<file path="config.mk">
export PLATFORM = sky130hd
export DESIGN_NAME = adc_scan_ctrl_flat
export DESIGN_NICKNAME = d
export VERILOG_FILES = /design/src/rtl/adc_pkg.sv /design/src/rtl/adc_scan_ctrl_if.sv /design/src/rtl/adc_ch_sel.sv /design/src/rtl/adc_scan_ctrl.sv /design/src/flat_wrapper.sv
export SDC_FILE = /design/constraint.sdc
export NUM_CORES = 1
export LEC_CHECK = 0
export CAP_MARGIN = 0
export CORE_MARGIN = 2
export CORE_UTILIZATION = 40
export CTS_BUF_LIST = sky130_fd_sc_hd__clkbuf_8 sky130_fd_sc_hd__clkbuf_16
export DETAILED_ROUTE_END_ITERATION = 16
export SKIP_CTS_REPAIR_TIMING = 1
export SYNTH_ARGS = -nofsm -noshare
export SYNTH_HDL_FRONTEND = slang
export SYNTH_SLANG_ARGS = --single-unit
</file>
<file path="constraint.sdc">
create_clock -name CLOCK_50 -period 3.7 [get_ports CLOCK_50]
set_input_delay 0.74 -clock CLOCK_50 [delete_from_list [all_inputs] [get_ports CLOCK_50]]
set_output_delay 0.74 -clock CLOCK_50 [all_outputs]
set_load 0.03 [all_outputs]
</file>
<file path="src/rtl/adc_pkg.sv">
// Shared constants, FSM encoding and frame-address helper for the serial ADC scan sequencer.
package adc_pkg;

   localparam int ADC_NUM_CH         = 8;
   localparam int ADC_CH_W           = 3;
   localparam int ADC_DATA_W         = 12;
   localparam int ADC_FRAME_BITS     = 16;
   localparam int ADC_ADDR_FIRST_BIT = 2;

   typedef enum logic [2:0] {
      ST_IDLE     = 3'd0,
      ST_CS_SETUP = 3'd1,
      ST_SCLK_LO  = 3'd2,
      ST_SCLK_HI  = 3'd3,
      ST_CS_HOLD  = 3'd4,
      ST_GAP      = 3'd5
   } adc_state_e;

   // DIN value for frame bit k: the channel address sits MSB first in bits 2..4.
   function automatic logic addr_bit(input logic [ADC_CH_W-1:0] ch, input logic [3:0] k);
      logic v;
      v = 1'b0;
      if (k == 4'(ADC_ADDR_FIRST_BIT)) begin
         v = ch[2];
      end else if (k == 4'(ADC_ADDR_FIRST_BIT + 1)) begin
         v = ch[1];
      end else if (k == 4'(ADC_ADDR_FIRST_BIT + 2)) begin
         v = ch[0];
      end else begin
         v = 1'b0;
      end
      return v;
   endfunction

endpackage

</file>
<file path="src/rtl/adc_scan_ctrl_if.sv">
// ADC pin bundle plus the tagged sample strobe toward user logic.
interface adc_scan_ctrl_if;
   import adc_pkg::*;

   logic                  ADC_CS_N;
   logic                  ADC_SCLK;
   logic                  ADC_SADDR;
   logic                  ADC_SDAT;
   logic                  sample_valid;
   logic [ADC_CH_W-1:0]   sample_ch;
   logic [ADC_DATA_W-1:0] sample_data;

   modport master (
      output ADC_CS_N, ADC_SCLK, ADC_SADDR,
      input  ADC_SDAT,
      output sample_valid, sample_ch, sample_data
   );

   modport slave (
      input  ADC_CS_N, ADC_SCLK, ADC_SADDR,
      output ADC_SDAT,
      input  sample_valid, sample_ch, sample_data
   );

endinterface

</file>
<file path="src/rtl/adc_ch_sel.sv">
// Round-robin finder: first set mask bit strictly after i_last, wrapping back to i_last itself.
module adc_ch_sel
   import adc_pkg::*;
(
   input  logic [ADC_NUM_CH-1:0] i_mask,
   input  logic [ADC_CH_W-1:0]   i_last,
   output logic [ADC_CH_W-1:0]   o_next,
   output logic                  o_any
);

   logic                w_found;
   logic [ADC_CH_W-1:0] w_idx;

   // Priority search starting one above the last served channel.
   always_comb begin
      o_next  = i_last;
      w_found = 1'b0;
      w_idx   = i_last;
      for (int i = 1; i <= ADC_NUM_CH; i++) begin
         w_idx = i_last + ADC_CH_W'(i);
         if (!w_found && i_mask[w_idx]) begin
            o_next  = w_idx;
            w_found = 1'b1;
         end else begin
            w_found = w_found;
         end
      end
   end

   assign o_any = |i_mask;

endmodule

</file>
<file path="src/rtl/adc_scan_ctrl.sv">
// Round-robin scan sequencer for an 8-channel 12-bit SPI ADC; one 16-bit frame per conversion,
// results are one frame late so the first frame after idle only primes the pipeline.
module adc_scan_ctrl
   import adc_pkg::*;
#(
   parameter int CLK_DIV = 16,
   parameter int CS_GAP  = 8
) (
   input  logic                  CLOCK_50,
   input  logic                  RESET,
   input  logic                  enable,
   input  logic [ADC_NUM_CH-1:0] ch_mask,
   output logic                  busy,
   adc_scan_ctrl_if.master       bus
);

   localparam int                CNT_W    = 16;
   localparam logic [CNT_W-1:0]  CNT_ZERO = {CNT_W{1'b0}};
   localparam logic [CNT_W-1:0]  DIV_LAST = CNT_W'(CLK_DIV - 1);
   localparam logic [CNT_W-1:0]  GAP_LAST = CNT_W'(CS_GAP - 1);
   localparam logic [3:0]        LAST_BIT = 4'(ADC_FRAME_BITS - 1);

   adc_state_e                r_state,       w_state_nxt;
   logic [CNT_W-1:0]          r_cnt,         w_cnt_nxt;
   logic [3:0]                r_bit,         w_bit_nxt;
   logic [ADC_CH_W-1:0]       r_frame_ch,    w_frame_ch_nxt;
   logic [ADC_CH_W-1:0]       r_prev_ch,     w_prev_ch_nxt;
   logic [ADC_CH_W-1:0]       r_last_ch,     w_last_ch_nxt;
   logic                      r_prime,       w_prime_nxt;
   logic [ADC_FRAME_BITS-1:0] r_shift,       w_shift_nxt;
   logic                      r_cs_n,        w_cs_n_nxt;
   logic                      r_sclk,        w_sclk_nxt;
   logic                      r_saddr,       w_saddr_nxt;
   logic                      r_valid,       w_valid_nxt;
   logic [ADC_CH_W-1:0]       r_sample_ch,   w_sample_ch_nxt;
   logic [ADC_DATA_W-1:0]     r_sample_data, w_sample_data_nxt;
   logic                      r_busy;

   logic [ADC_CH_W-1:0]       w_next_ch;
   logic                      w_any;
   logic                      w_div_done;
   logic                      w_gap_done;

   adc_ch_sel u_ch_sel (
      .i_mask (ch_mask),
      .i_last (r_last_ch),
      .o_next (w_next_ch),
      .o_any  (w_any)
   );

   assign w_div_done = (r_cnt == DIV_LAST);
   assign w_gap_done = (r_cnt == GAP_LAST);

   // Next-state and next-output logic for the frame sequencer.
   always_comb begin
      w_state_nxt       = r_state;
      w_cnt_nxt         = r_cnt + 16'd1;
      w_bit_nxt         = r_bit;
      w_frame_ch_nxt    = r_frame_ch;
      w_prev_ch_nxt     = r_prev_ch;
      w_last_ch_nxt     = r_last_ch;
      w_prime_nxt       = r_prime;
      w_shift_nxt       = r_shift;
      w_cs_n_nxt        = r_cs_n;
      w_sclk_nxt        = r_sclk;
      w_saddr_nxt       = r_saddr;
      w_valid_nxt       = 1'b0;
      w_sample_ch_nxt   = r_sample_ch;
      w_sample_data_nxt = r_sample_data;
      case (r_state)
         ST_IDLE: begin
            w_cnt_nxt = CNT_ZERO;
            if (enable && w_any) begin
               w_state_nxt    = ST_CS_SETUP;
               w_frame_ch_nxt = w_next_ch;
               w_cs_n_nxt     = 1'b0;
            end else begin
               w_state_nxt = ST_IDLE;
            end
         end
         ST_CS_SETUP: begin
            if (w_div_done) begin
               w_state_nxt = ST_SCLK_LO;
               w_cnt_nxt   = CNT_ZERO;
               w_bit_nxt   = 4'd0;
               w_sclk_nxt  = 1'b0;
               w_saddr_nxt = addr_bit(r_frame_ch, 4'd0);
            end else begin
               w_state_nxt = ST_CS_SETUP;
            end
         end
         ST_SCLK_LO: begin
            if (w_div_done) begin
               w_state_nxt                  = ST_SCLK_HI;
               w_cnt_nxt                    = CNT_ZERO;
               w_sclk_nxt                   = 1'b1;
               w_shift_nxt[LAST_BIT - r_bit] = bus.ADC_SDAT;
            end else begin
               w_state_nxt = ST_SCLK_LO;
            end
         end
         ST_SCLK_HI: begin
            if (w_div_done) begin
               w_cnt_nxt = CNT_ZERO;
               if (r_bit == LAST_BIT) begin
                  w_state_nxt = ST_CS_HOLD;
               end else begin
                  w_state_nxt = ST_SCLK_LO;
                  w_bit_nxt   = r_bit + 4'd1;
                  w_sclk_nxt  = 1'b0;
                  w_saddr_nxt = addr_bit(r_frame_ch, r_bit + 4'd1);
               end
            end else begin
               w_state_nxt = ST_SCLK_HI;
            end
         end
         ST_CS_HOLD: begin
            if (w_div_done) begin
               w_state_nxt = ST_GAP;
               w_cnt_nxt   = CNT_ZERO;
               w_cs_n_nxt  = 1'b1;
               w_saddr_nxt = 1'b0;
               // This frame carried the result for the address sent one frame earlier.
               if (!r_prime) begin
                  w_valid_nxt       = 1'b1;
                  w_sample_ch_nxt   = r_prev_ch;
                  w_sample_data_nxt = r_shift[ADC_DATA_W-1:0];
               end else begin
                  w_prime_nxt = 1'b0;
               end
               w_prev_ch_nxt = r_frame_ch;
               w_last_ch_nxt = r_frame_ch;
            end else begin
               w_state_nxt = ST_CS_HOLD;
            end
         end
         ST_GAP: begin
            if (w_gap_done) begin
               w_cnt_nxt = CNT_ZERO;
               if (enable && w_any) begin
                  w_state_nxt    = ST_CS_SETUP;
                  w_frame_ch_nxt = w_next_ch;
                  w_cs_n_nxt     = 1'b0;
               end else begin
                  w_state_nxt = ST_IDLE;
                  w_prime_nxt = 1'b1;
               end
            end else begin
               w_state_nxt = ST_GAP;
            end
         end
         default: begin
            w_state_nxt = ST_IDLE;
            w_cnt_nxt   = CNT_ZERO;
            w_cs_n_nxt  = 1'b1;
            w_sclk_nxt  = 1'b1;
            w_saddr_nxt = 1'b0;
            w_prime_nxt = 1'b1;
         end
      endcase
   end

   // State and output registers; reset overrides any frame in progress.
   always_ff @(posedge CLOCK_50) begin
      if (RESET) begin
         r_state       <= ST_IDLE;
         r_cnt         <= CNT_ZERO;
         r_bit         <= 4'd0;
         r_frame_ch    <= 3'd0;
         r_prev_ch     <= 3'd0;
         r_last_ch     <= 3'd7;
         r_prime       <= 1'b1;
         r_shift       <= 16'h0000;
         r_cs_n        <= 1'b1;
         r_sclk        <= 1'b1;
         r_saddr       <= 1'b0;
         r_valid       <= 1'b0;
         r_sample_ch   <= 3'd0;
         r_sample_data <= 12'h000;
         r_busy        <= 1'b0;
      end else begin
         r_state       <= w_state_nxt;
         r_cnt         <= w_cnt_nxt;
         r_bit         <= w_bit_nxt;
         r_frame_ch    <= w_frame_ch_nxt;
         r_prev_ch     <= w_prev_ch_nxt;
         r_last_ch     <= w_last_ch_nxt;
         r_prime       <= w_prime_nxt;
         r_shift       <= w_shift_nxt;
         r_cs_n        <= w_cs_n_nxt;
         r_sclk        <= w_sclk_nxt;
         r_saddr       <= w_saddr_nxt;
         r_valid       <= w_valid_nxt;
         r_sample_ch   <= w_sample_ch_nxt;
         r_sample_data <= w_sample_data_nxt;
         r_busy        <= (w_state_nxt != ST_IDLE);
      end
   end

   assign bus.ADC_CS_N     = r_cs_n;
   assign bus.ADC_SCLK     = r_sclk;
   assign bus.ADC_SADDR    = r_saddr;
   assign bus.sample_valid = r_valid;
   assign bus.sample_ch    = r_sample_ch;
   assign bus.sample_data  = r_sample_data;
   assign busy             = r_busy;

endmodule

</file>
<file path="src/flat_wrapper.sv">
// flat-port wrapper written by rule: the top's interface ports become plain ports
module adc_scan_ctrl_flat import adc_pkg::*;
#(
   parameter int CLK_DIV = 16,
   parameter int CS_GAP  = 8
)
  (CLOCK_50, RESET, enable, ch_mask, busy, bus_ADC_CS_N, bus_ADC_SCLK, bus_ADC_SADDR, bus_ADC_SDAT, bus_sample_valid, bus_sample_ch, bus_sample_data);
  adc_scan_ctrl_if bus_i ();
  input  logic CLOCK_50;
  input  logic RESET;
  input  logic enable;
  input  logic [ADC_NUM_CH-1:0] ch_mask;
  output logic busy;
  output wire logic [$bits(bus_i.ADC_CS_N)-1:0] bus_ADC_CS_N;
  output wire logic [$bits(bus_i.ADC_SCLK)-1:0] bus_ADC_SCLK;
  output wire logic [$bits(bus_i.ADC_SADDR)-1:0] bus_ADC_SADDR;
  input wire logic [$bits(bus_i.ADC_SDAT)-1:0] bus_ADC_SDAT;
  output wire logic [$bits(bus_i.sample_valid)-1:0] bus_sample_valid;
  output wire logic [$bits(bus_i.sample_ch)-1:0] bus_sample_ch;
  output wire logic [$bits(bus_i.sample_data)-1:0] bus_sample_data;
  assign bus_ADC_CS_N = bus_i.ADC_CS_N;
  assign bus_ADC_SCLK = bus_i.ADC_SCLK;
  assign bus_ADC_SADDR = bus_i.ADC_SADDR;
  assign bus_i.ADC_SDAT = bus_ADC_SDAT;
  assign bus_sample_valid = bus_i.sample_valid;
  assign bus_sample_ch = bus_i.sample_ch;
  assign bus_sample_data = bus_i.sample_data;
  adc_scan_ctrl #(.CLK_DIV(CLK_DIV), .CS_GAP(CS_GAP)) u_core (.CLOCK_50(CLOCK_50), .RESET(RESET), .enable(enable), .ch_mask(ch_mask), .busy(busy), .bus(bus_i));
endmodule
</file>
# Word-level counts from Yosys, hierarchy flattened
# Cells that the tools add are included.
# Widths: inputs -> output; s select.
[totals]
wordCells = 168
ff_bits = 69
[op_classes]
n_bitwise = 7
eq_ne = 19
n_addsub = 10
mux = 70
n_reduce_logical = 37
n_lt_le_gt_ge = 10
[ops]
columns = ["cell", "count"]
rows = [
  ["$mux 3", 13],
  ["$mux 1", 33],
  ["$lt 3x4->1 const B", 8],
  ["$mux 16", 2],
  ["$pmux 16 s2", 1],
  ["$bmux 1 s3", 8],
  ["$pmux 3 s6", 1],
  ["$add 16x1->16 const B", 1],
  ["$bwmux 16", 1],
  ["$eq 16x3->1 const B", 1],
  ["$eq 16x4->1 const B", 1],
  ["$add 3x3->3 const B", 4],
  ["$mux 4", 3],
  ["$ne 2x1->1 const B", 6],
  ["$reduce_and 4->1", 3],
  ["$reduce_or 3->1", 4],
  ["$logic_and 1x1->1", 9],
  ["$eq 4x2->1 const B", 2],
  ["$pmux 1 s4", 2],
  ["$pmux 4 s2", 1],
  ["$reduce_or 4->1", 2],
  ["$reduce_or 8->1", 1],
  ["$logic_not 1->1", 7],
  ["$not 1->1", 7],
  ["23 further kinds", 32],
]

# Depth between registers and ports, before layout
# Gate-level depths: netlist of the first run.
[depth]
ltp_word = 28
mapped_depth = 11
mapped_depth_nobuf = 9

# By module
# From an unflattened synthesis of the first run, not the netlist that was laid out.
[unflattened]
hier_cells = 449
hier_area_um2 = 3937.5
[modules_own_cells]
columns = ["mod", "n_inst", "cells_each", "area_each_um2"]
rows = [
  ["adc_scan_ctrl", 1, 342, 2932.8],
  ["adc_ch_sel", 1, 107, 1004.7],
]

# Worst setup path after synthesis of the first run
# OpenSTA, ideal clock, no wires.
[synth_timing]
path_kind = "register to register"
start = "register u_core.r_last_ch[0]"
end = "register u_core.r_frame_ch[0]"
synth_period_minus_slack_ps = 2875
path_slack_ps = 825
setup_time_ps = 95
t_required_ps = 3605
arrival_time_ps = 2780
n_path_buf = 2
path_stages_with_launch = 12
path_cell_list = "dfxtp_1 -> buf_6 -> inv_1 -> ha_1 -> buf_2 -> mux2_2 -> or3_1 -> nand3_1 -> and4_1 -> a2111oi_0 -> or4_1 -> o311ai_1"
[synth_via]
elab_chain_cells = 28
word_cells_on_any_way = 55
cone_classes = "add/sub (7); mux (34); reduce/logical (14)"
[synth_lines]
columns = ["item", "line", "source"]
rows = [
  ["from (decl)", "adc_scan_ctrl.sv:28", "logic [ADC_CH_W-1:0] r_last_ch, w_last_ch_nxt;"],
  ["from (signal assigned)", "adc_scan_ctrl.sv:187", "r_last_ch <= w_last_ch_nxt;"],
  ["$add 3x1->3", "adc_ch_sel.sv:20", "w_idx = i_last + ADC_CH_W'(i);"],
  ["$bmux 1 s3", "adc_ch_sel.sv:21", "if (!w_found && i_mask[w_idx]) begin"],
  ["$mux 1 (implied by the code)", "adc_ch_sel.sv:21", ""],
  ["$mux 1", "adc_ch_sel.sv:21", ""],
  ["$logic_not 1->1", "adc_ch_sel.sv:21", ""],
  ["$logic_and 1x1->1", "adc_ch_sel.sv:21", ""],
  ["$mux 1", "adc_ch_sel.sv:21", ""],
  ["$logic_not 1->1", "adc_ch_sel.sv:21", ""],
  ["(+12 left out)", "n/a", ""],
  ["$logic_and 1x1->1", "adc_ch_sel.sv:21", ""],
  ["$mux 1", "adc_ch_sel.sv:21", ""],
  ["$logic_not 1->1", "adc_ch_sel.sv:21", ""],
  ["$logic_and 1x1->1", "adc_ch_sel.sv:21", ""],
  ["$mux 3 *", "adc_ch_sel.sv:21", ""],
  ["$mux 3 *", "adc_scan_ctrl.sv:73, adc_scan_ctrl.sv:140", ""],
  ["$mux 3", "adc_scan_ctrl.sv:138", "if (w_gap_done) begin"],
  ["$pmux 3 s2 *", "adc_scan_ctrl.sv:70", "case (r_state)"],
  ["to (signal assigned)", "adc_scan_ctrl.sv:185", "r_frame_ch <= w_frame_ch_nxt;"],
  ["to (decl)", "adc_scan_ctrl.sv:26", "logic [ADC_CH_W-1:0] r_frame_ch, w_frame_ch_nxt;"],
]
# Every way passes the cells marked *; elsewhere a longest branch is shown, timed or not. The select of a mux whose other input is x is not followed.
# A chain may end at the register's enable or synchronous reset.

# Worst setup path in the final report of the first run
[layout_timing]
start = "input port ch_mask[5]"
end = "register u_core.r_frame_ch[0]"
[layout_via]
elab_chain_cells = 27
word_cells_on_any_way = 50
cone_classes = "mux (34); reduce/logical (16)"
[layout_lines]
columns = ["item", "line", "source"]
rows = [
  ["from (decl)", "flat_wrapper.sv:12", "input logic [ADC_NUM_CH-1:0] ch_mask;"],
  ["$bmux 1 s3", "adc_ch_sel.sv:21", ""],
  ["$mux 1 (implied by the code)", "adc_ch_sel.sv:21", ""],
  ["$mux 1", "adc_ch_sel.sv:21", ""],
  ["$logic_not 1->1", "adc_ch_sel.sv:21", ""],
  ["$logic_and 1x1->1", "adc_ch_sel.sv:21", ""],
  ["$mux 1", "adc_ch_sel.sv:21", ""],
  ["$logic_not 1->1", "adc_ch_sel.sv:21", ""],
  ["$logic_and 1x1->1", "adc_ch_sel.sv:21", ""],
  ["(+11 left out)", "n/a", ""],
  ["$logic_and 1x1->1", "adc_ch_sel.sv:21", ""],
  ["$mux 1", "adc_ch_sel.sv:21", ""],
  ["$logic_not 1->1", "adc_ch_sel.sv:21", ""],
  ["$logic_and 1x1->1", "adc_ch_sel.sv:21", ""],
  ["$mux 3", "adc_ch_sel.sv:21", ""],
  ["$mux 3 *", "adc_scan_ctrl.sv:73, adc_scan_ctrl.sv:140", ""],
  ["$mux 3", "adc_scan_ctrl.sv:138", ""],
  ["$pmux 3 s2 *", "adc_scan_ctrl.sv:70", ""],
]
# Marked as above.

==> impl_metrics.csv, run 1 <==
group,metric,value,unit
setup_path,cp-start-kind,"primary input",
placement,io_buffers,31,
layout,area_delta_synth_final,15.43,%
global_route,first_global_vias,2998,
synth,synth_edf_count,0,
power_and_ir_drop,ir_drop,0.2443,mV
die,die_w,100.0,um
die,start_util,0.4051,
global_route,grt_max_degree,53,
layout,antenna_cells,0,
cts,cts.sinks,65,
synth,ys_types,61,
placement,place_congestion,0.8995,
setup_path,max_stage_delay,570,ps
timing,hold_violations,0,
synth,syn_nets,465,
die,die_area,10010,sq um
worst_hold_path,hp-class,"flop to flop",
layout,drive_gt1_frac,0.09937,
synth,syn_avg_cell_area,8.273,sq um
setup_path,worstPathRequired,3950,ps
synth,synth_top_area_cell,"dfxtp_1",
routing,route.vias.total,3145,
synth,synth_top_cell_area_share,0.3527,
synth,synthArstFlopShare,0,
cts,clockRootBuffer,"clkbuf_8",
die,die_h,100.0,um
synth,synth_commonest_cells,"dfxtp_1 (65), nor2_1 (63), nand2_1 (59), a21oi_1 (33), nand3_1 (25)",
placement,dp.cells,568,
cts,cts_max_path_buffers,2,
power_and_ir_drop,p_per_area,334.1,nW/um^2
routing,drc,0,
setup_path,crit_path_cell_trace,"clkdlybuf4s50_1, mux4_2, mux2_2, nand2b_1, nor3_2, a2111oi_0, or4_1, o311ai_1",
synth,ys.flop_type,"dfxtp_1",
timing,slew_violations,0,
synth,synth_seq_cells,65,
timing,setup_viol,0,
routing,dr.first_iter.drc_count,101,
die,core,9109,sq um
setup_path,path_max_fanout,7,
synth,syn-cell-area,3690,sq um
cts,cts_tree,"done",
synth,seq_area_frac_synth,0.3527,
timing,fin_tns_setup,0,ps
timing,hold_slack,452.7,ps
global_route,antenna_found_initial,0,
timing,rsz0062_at_grt,"no",
synth,yosys_warnings,0,
cts,numCtsBuffers,9,
routing,routed_wl,8.026,mm
synth,synthCells,446,
routing,drt_first_pass_iters,4,
cts,htreeDepth,3,
placement,hpwl,5.745,mm
timing,finalCritPeriodShare,0.8224,
layout,instances_no_fill,584,
die,rows,35,
timing,final.min_clock_period,3043,ps
global_route,grt_first_pass_wirelength,13.90,mm
timing,skew,12.59,ps
die,boundaryPins,32,
flow_run,maxCapViolCount,0,
timing,worst_pin_slew,904.7,ps
setup_path,crit_slowest_cell,"mux4_2",
cts,clk_latency,350,ps
global_route,track_usage,0.1716,
setup_path,worstSetupPathType,"primary input to flop",
status,outcome,"complete, no violations",
timing,max_freq,328.6,MHz
global_route,overflow,0,
timing,slew_headroom,0.3969,
routing,drt-wirelength-per-cell,13.74,um
synth,synth.most_common_cell,"dfxtp_1",
power_and_ir_drop,power.leakage,0.001516,uW
routing,via_per_inst,5.385,
cts,cts.reportedPaths.clkPinSlew,80,ps
layout,nets,487,
setup_path,worst-endpoint-arrival,3290,ps
routing,postRouteAntennaNets,0,
synth,synth_area_leaders,"dfxtp_1 (35%), nor2_1 (6.4%), nand2_1 (6.0%), mux2i_1 (5.4%), a21oi_1 (4.5%)",
setup_path,crit_path_end_kind,"flop",
[kinds of logic after synthesis]
logic type / Yosys count / share of synthesized area
simple gates: 206 / 0.2804
compound gates: 79 / 0.1373
flops: 65 / 0.3527
buf+inv: 38 / 0.04442
mux: 32 / 0.1163
xor+xnor: 19 / 0.04510
fa+ha+maj: 7 / 0.02374
[where the power goes]
part           switching (uW)  internal, uW  total, uW
sequential               5.72           705        711
combinational            58.7          44.7        103
clock                     294           315        609
[layer usage]
| layer | routed length (um) | GRT usage | share of wire |
|---|---|---|---|
| met5 | 0 | 0 | 0 |
| met1 | 3828 | 0.2196 | 0.48 |
| met2 | 3747 | 0.2791 | 0.47 |
| met4 | 134 | 0.05796 | 0.017 |
| met3 | 316 | 0.04875 | 0.039 |
[layout by cell type (no fill, tap or decap), types with 4 or more instances in the layout]
cell type and count:
a21oi_1 33, and3_1 6, buf_4 5, clkbuf_8 9
clkdlybuf4s50_1 30, dfxtp_1 65, ha_1 7, inv_1 13
mux2_2 4, mux2i_1 20, mux4_2 6, nand2_1 59
nand2b_1 6, nand3_1 25, nand4_1 5, nor2_1 63
nor2b_1 5, nor4_1 4, o21ai_0 13, or3_1 6
or4_1 4, xnor2_1 8, xor2_1 11
[cell type report]
class | count | area [sq um]
inverters | 13 | 48.80
well taps | 111 | 138.9
clock inverters | 7 | 78.83
repair buffers | 36 | 342.8
clock buffers | 9 | 123.9
fillers | 909 | 4850
multi-input cells | 343 | 2225
flip-flops and latches | 65 | 1301
[critical path, delay by kind of cell]
kind	cells	cell delay, ps
mux	2	910
simple gates	3	890
buf+inv	1	480
compound gates	2	270
[per-stage QoR]
| stage | util | total power [uW] | instance area (sq um) | worst slack [ps] |
|---|---|---|---|---|
| finish | 0.4676 | 1423 | 4259 | 657.0 |
| detailed placement | 0.4453 | 830.0 | 4056 | 313.5 |
| floorplan | - | 794.9 | 3690 | 825.0 |
| global route | 0.4676 | 1482 | 4259 | 503.3 |
| global placement | 0.4453 | 830.2 | 4056 | 381.9 |
| CTS | 0.4676 | 1440 | 4259 | 667.7 |
[state kept, by name, summed over array words and instances (netlist names)]
signal and count:
u_core.bus.sample_ch 3, u_core.r_bit 4, u_core.busy 1, u_core.r_prime 1, u_core.bus.sample_valid 1, u_core.r_last_ch 3
u_core.r_prev_ch 3, u_core.r_frame_ch 3, u_core.bus.ADC_CS_N 1, u_core.bus.ADC_SCLK 1, u_core.bus.ADC_SADDR 1, u_core.r_shift 12
u_core.r_cnt 16, u_core.bus.sample_data 12, u_core.r_state 3
[final timing paths]
path                             from                        end  slack [ps]  depth (start not counted)
setup / recovery           ch_mask[5]       u_core.r_frame_ch[0]         660                          8
hold / removal      u_core.r_shift[7]  u_core.bus.sample_data[7]         450                          2
setup reg to reg  u_core.r_last_ch[0]       u_core.r_frame_ch[0]         750                          9
hold reg to reg     u_core.r_shift[7]  u_core.bus.sample_data[7]         450                          2
No activity file was read; power rests on OpenSTA's default activity.
==> run 2, diff against run 1 <==
- clock period: 3.7 -> 2.7 ns (I/O delays scaled with it)
==> impl_metrics.csv, run 2 (synthesis results as in run 1) <==
group,metric,value,unit
status,outcome,"complete, no violations",
global_route,overflow,0,
routing,drt-wirelength-per-cell,13.96,um
layout,largest_register_ffs,16,
cts,cts.reportedPaths.clkPinSlew,80,ps
layout,regMostFlops,"u_core.r_cnt",
timing,hold_violations,0,
timing,setup_viol,0,
setup_path,crit_path_end_kind,"flop",
global_route,track_usage,0.1847,
setup_path,worstSetupPathType,"primary input to flop",
layout,area_delta_synth_final,23.23,%
die,start_util,0.4051,
layout,nets,522,
placement,io_buffers,31,
power_and_ir_drop,ir_drop,0.2742,mV
layout,final_cell_mix,"dfxtp_1 (64), nor2_1 (63), nand2_1 (59), buf_4 (40), a21oi_1 (32)",
layout,antenna_cells,0,
routing,dr.first_iter.drc_count,130,
worst_hold_path,hp-class,"flop to flop",
routing,drc,0,
timing,finalCritPeriodShare,0.9680,
die,rows,35,
timing,max_freq,382.6,MHz
routing,drt_first_pass_iters,4,
timing,skew,12.72,ps
placement,hpwl,6.375,mm
flow_run,maxCapViolCount,0,
setup_path,path_max_fanout,3,
die,die_w,100.0,um
setup_path,max_stage_delay,520,ps
setup_path,crit_path_cell_trace,"clkdlybuf4s50_1, buf_4, mux4_2, mux2i_4, nand2b_1, nor3_2, a2111oi_1, or4_1, o311ai_1",
cts,cts_tree,"done",
cts,htreeDepth,3,
global_route,grt_first_pass_wirelength,14.81,mm
setup_path,crit_slowest_cell,"mux4_2",
layout,final_common_cell,"dfxtp_1",
setup_path,cp-start-kind,"primary input",
global_route,grt_max_degree,28,
timing,worst_slack,86.27,ps
power_and_ir_drop,p_per_area,418.5,nW/um^2
timing,slew_headroom,0.6763,
cts,clk_latency,350,ps
cts,cts_max_path_buffers,2,
cts,clockRootBuffer,"clkbuf_8",
routing,via_per_inst,5.208,
timing,rsz0062_at_grt,"no",
setup_path,worstPathRequired,2960,ps
placement,place_congestion,0.8644,
layout,final_util,0.4992,
cts,cts.sinks,65,
routing,postRouteAntennaNets,0,
die,boundaryPins,32,
die,core,9109,sq um
routing,route.vias.total,3224,
cts,numCtsBuffers,9,
global_route,antenna_found_initial,0,
routing,routed_wl,8.639,mm
placement,pre_cts_ws,-346.0,ps
timing,slew_violations,0,
timing,final.min_clock_period,2614,ps
layout,drive_gt1_frac,0.1732,
power_and_ir_drop,power.leakage,0.001734,uW
global_route,first_global_vias,3138,
timing,worst_pin_slew,484.3,ps
die,die_area,10010,sq um
setup_path,worst-endpoint-arrival,2870,ps
die,die_h,100.0,um
[run 2: cell types whose count changed in the layout (fill, tap and decap cells not counted), sizes merged]
| cell | before | now |
|---|---|---|
| clkdlybuf4s50 | 30 | 25 |
| inv | 14 | 15 |
| clkbuf | 9 | 10 |
| buf | 6 | 41 |
| bufinv | 1 | 0 |
| clkinvlp | 3 | 1 |
| clkinv | 2 | 3 |
| dlymetal6s2s | 0 | 5 |
[run 2: cell type report]
cell class | count | area [sq um]
clock buffers | 10 | 137.6
multi-input cells | 343 | 2258
well taps | 111 | 138.9
repair buffers | 71 | 618.1
fillers | 909 | 4562
clock inverters | 6 | 42.54
flip-flops and latches | 65 | 1303
inverters | 13 | 48.80
[run 2: routing by layer]
metal  vias to the layer above  global-route usage  wire length (um)
met2                        44              0.3119              4169
met5                         -                   0                 0
met3                        11             0.04735               280
met1                      1472              0.2346              4071
met4                         0             0.05163               117
li1                       1697                   -                 -
[run 2: power by group]
group / switching (uW) / internal (uW) / leakage [uW]
Sequential: 4.21 / 966 / 0.000524
Combinational: 93.6 / 84.3 / 0.00112
Clock: 396 / 359 / 0.0000941
[run 2: final timing paths]
| path | start | endpoint | slack (ps) | depth (start not counted) |
|---|---|---|---|---|
| max | ch_mask[3] | u_core.r_frame_ch[0] | 90 | 9 |
| max reg2reg | u_core.r_last_ch[0] | u_core.r_frame_ch[0] | 160 | 9 |
| min | u_core.bus.sample_data[3] | u_core.bus.sample_data[3] | 450 | 2 |
| min reg2reg | u_core.bus.sample_data[3] | u_core.bus.sample_data[3] | 450 | 2 |
[run 2: critical path: cells and delay by family]
family | cells | cell delay, ps
buffers and inverters | 2 | 600
muxes | 2 | 740
AOI/OAI and AO/OA | 2 | 220
and+or+nand+nor | 3 | 780
[run 2: stage by stage]
step	instance area (sq um)	hold WS (ps)	setup TNS (ps)	total power, uW	cells
2_1_floorplan	3712	417.9	0	1089	446
3_3_place_gp	4333	428.3	-903.6	1167	603
3_5_place_dp	4333	445.3	-937.1	1167	603
4_1_cts	4513	451.9	0	1929	619
5_1_grt	4547	468.9	0	1990	619
6_report	4547	452.8	0	1903	619
==> run 3, diff against run 2 <==
- CTS_CLUSTER_DIAMETER: not set -> 40
==> results of run 3 <==
Final layout, timing and power as in run 2 (identical DEF).
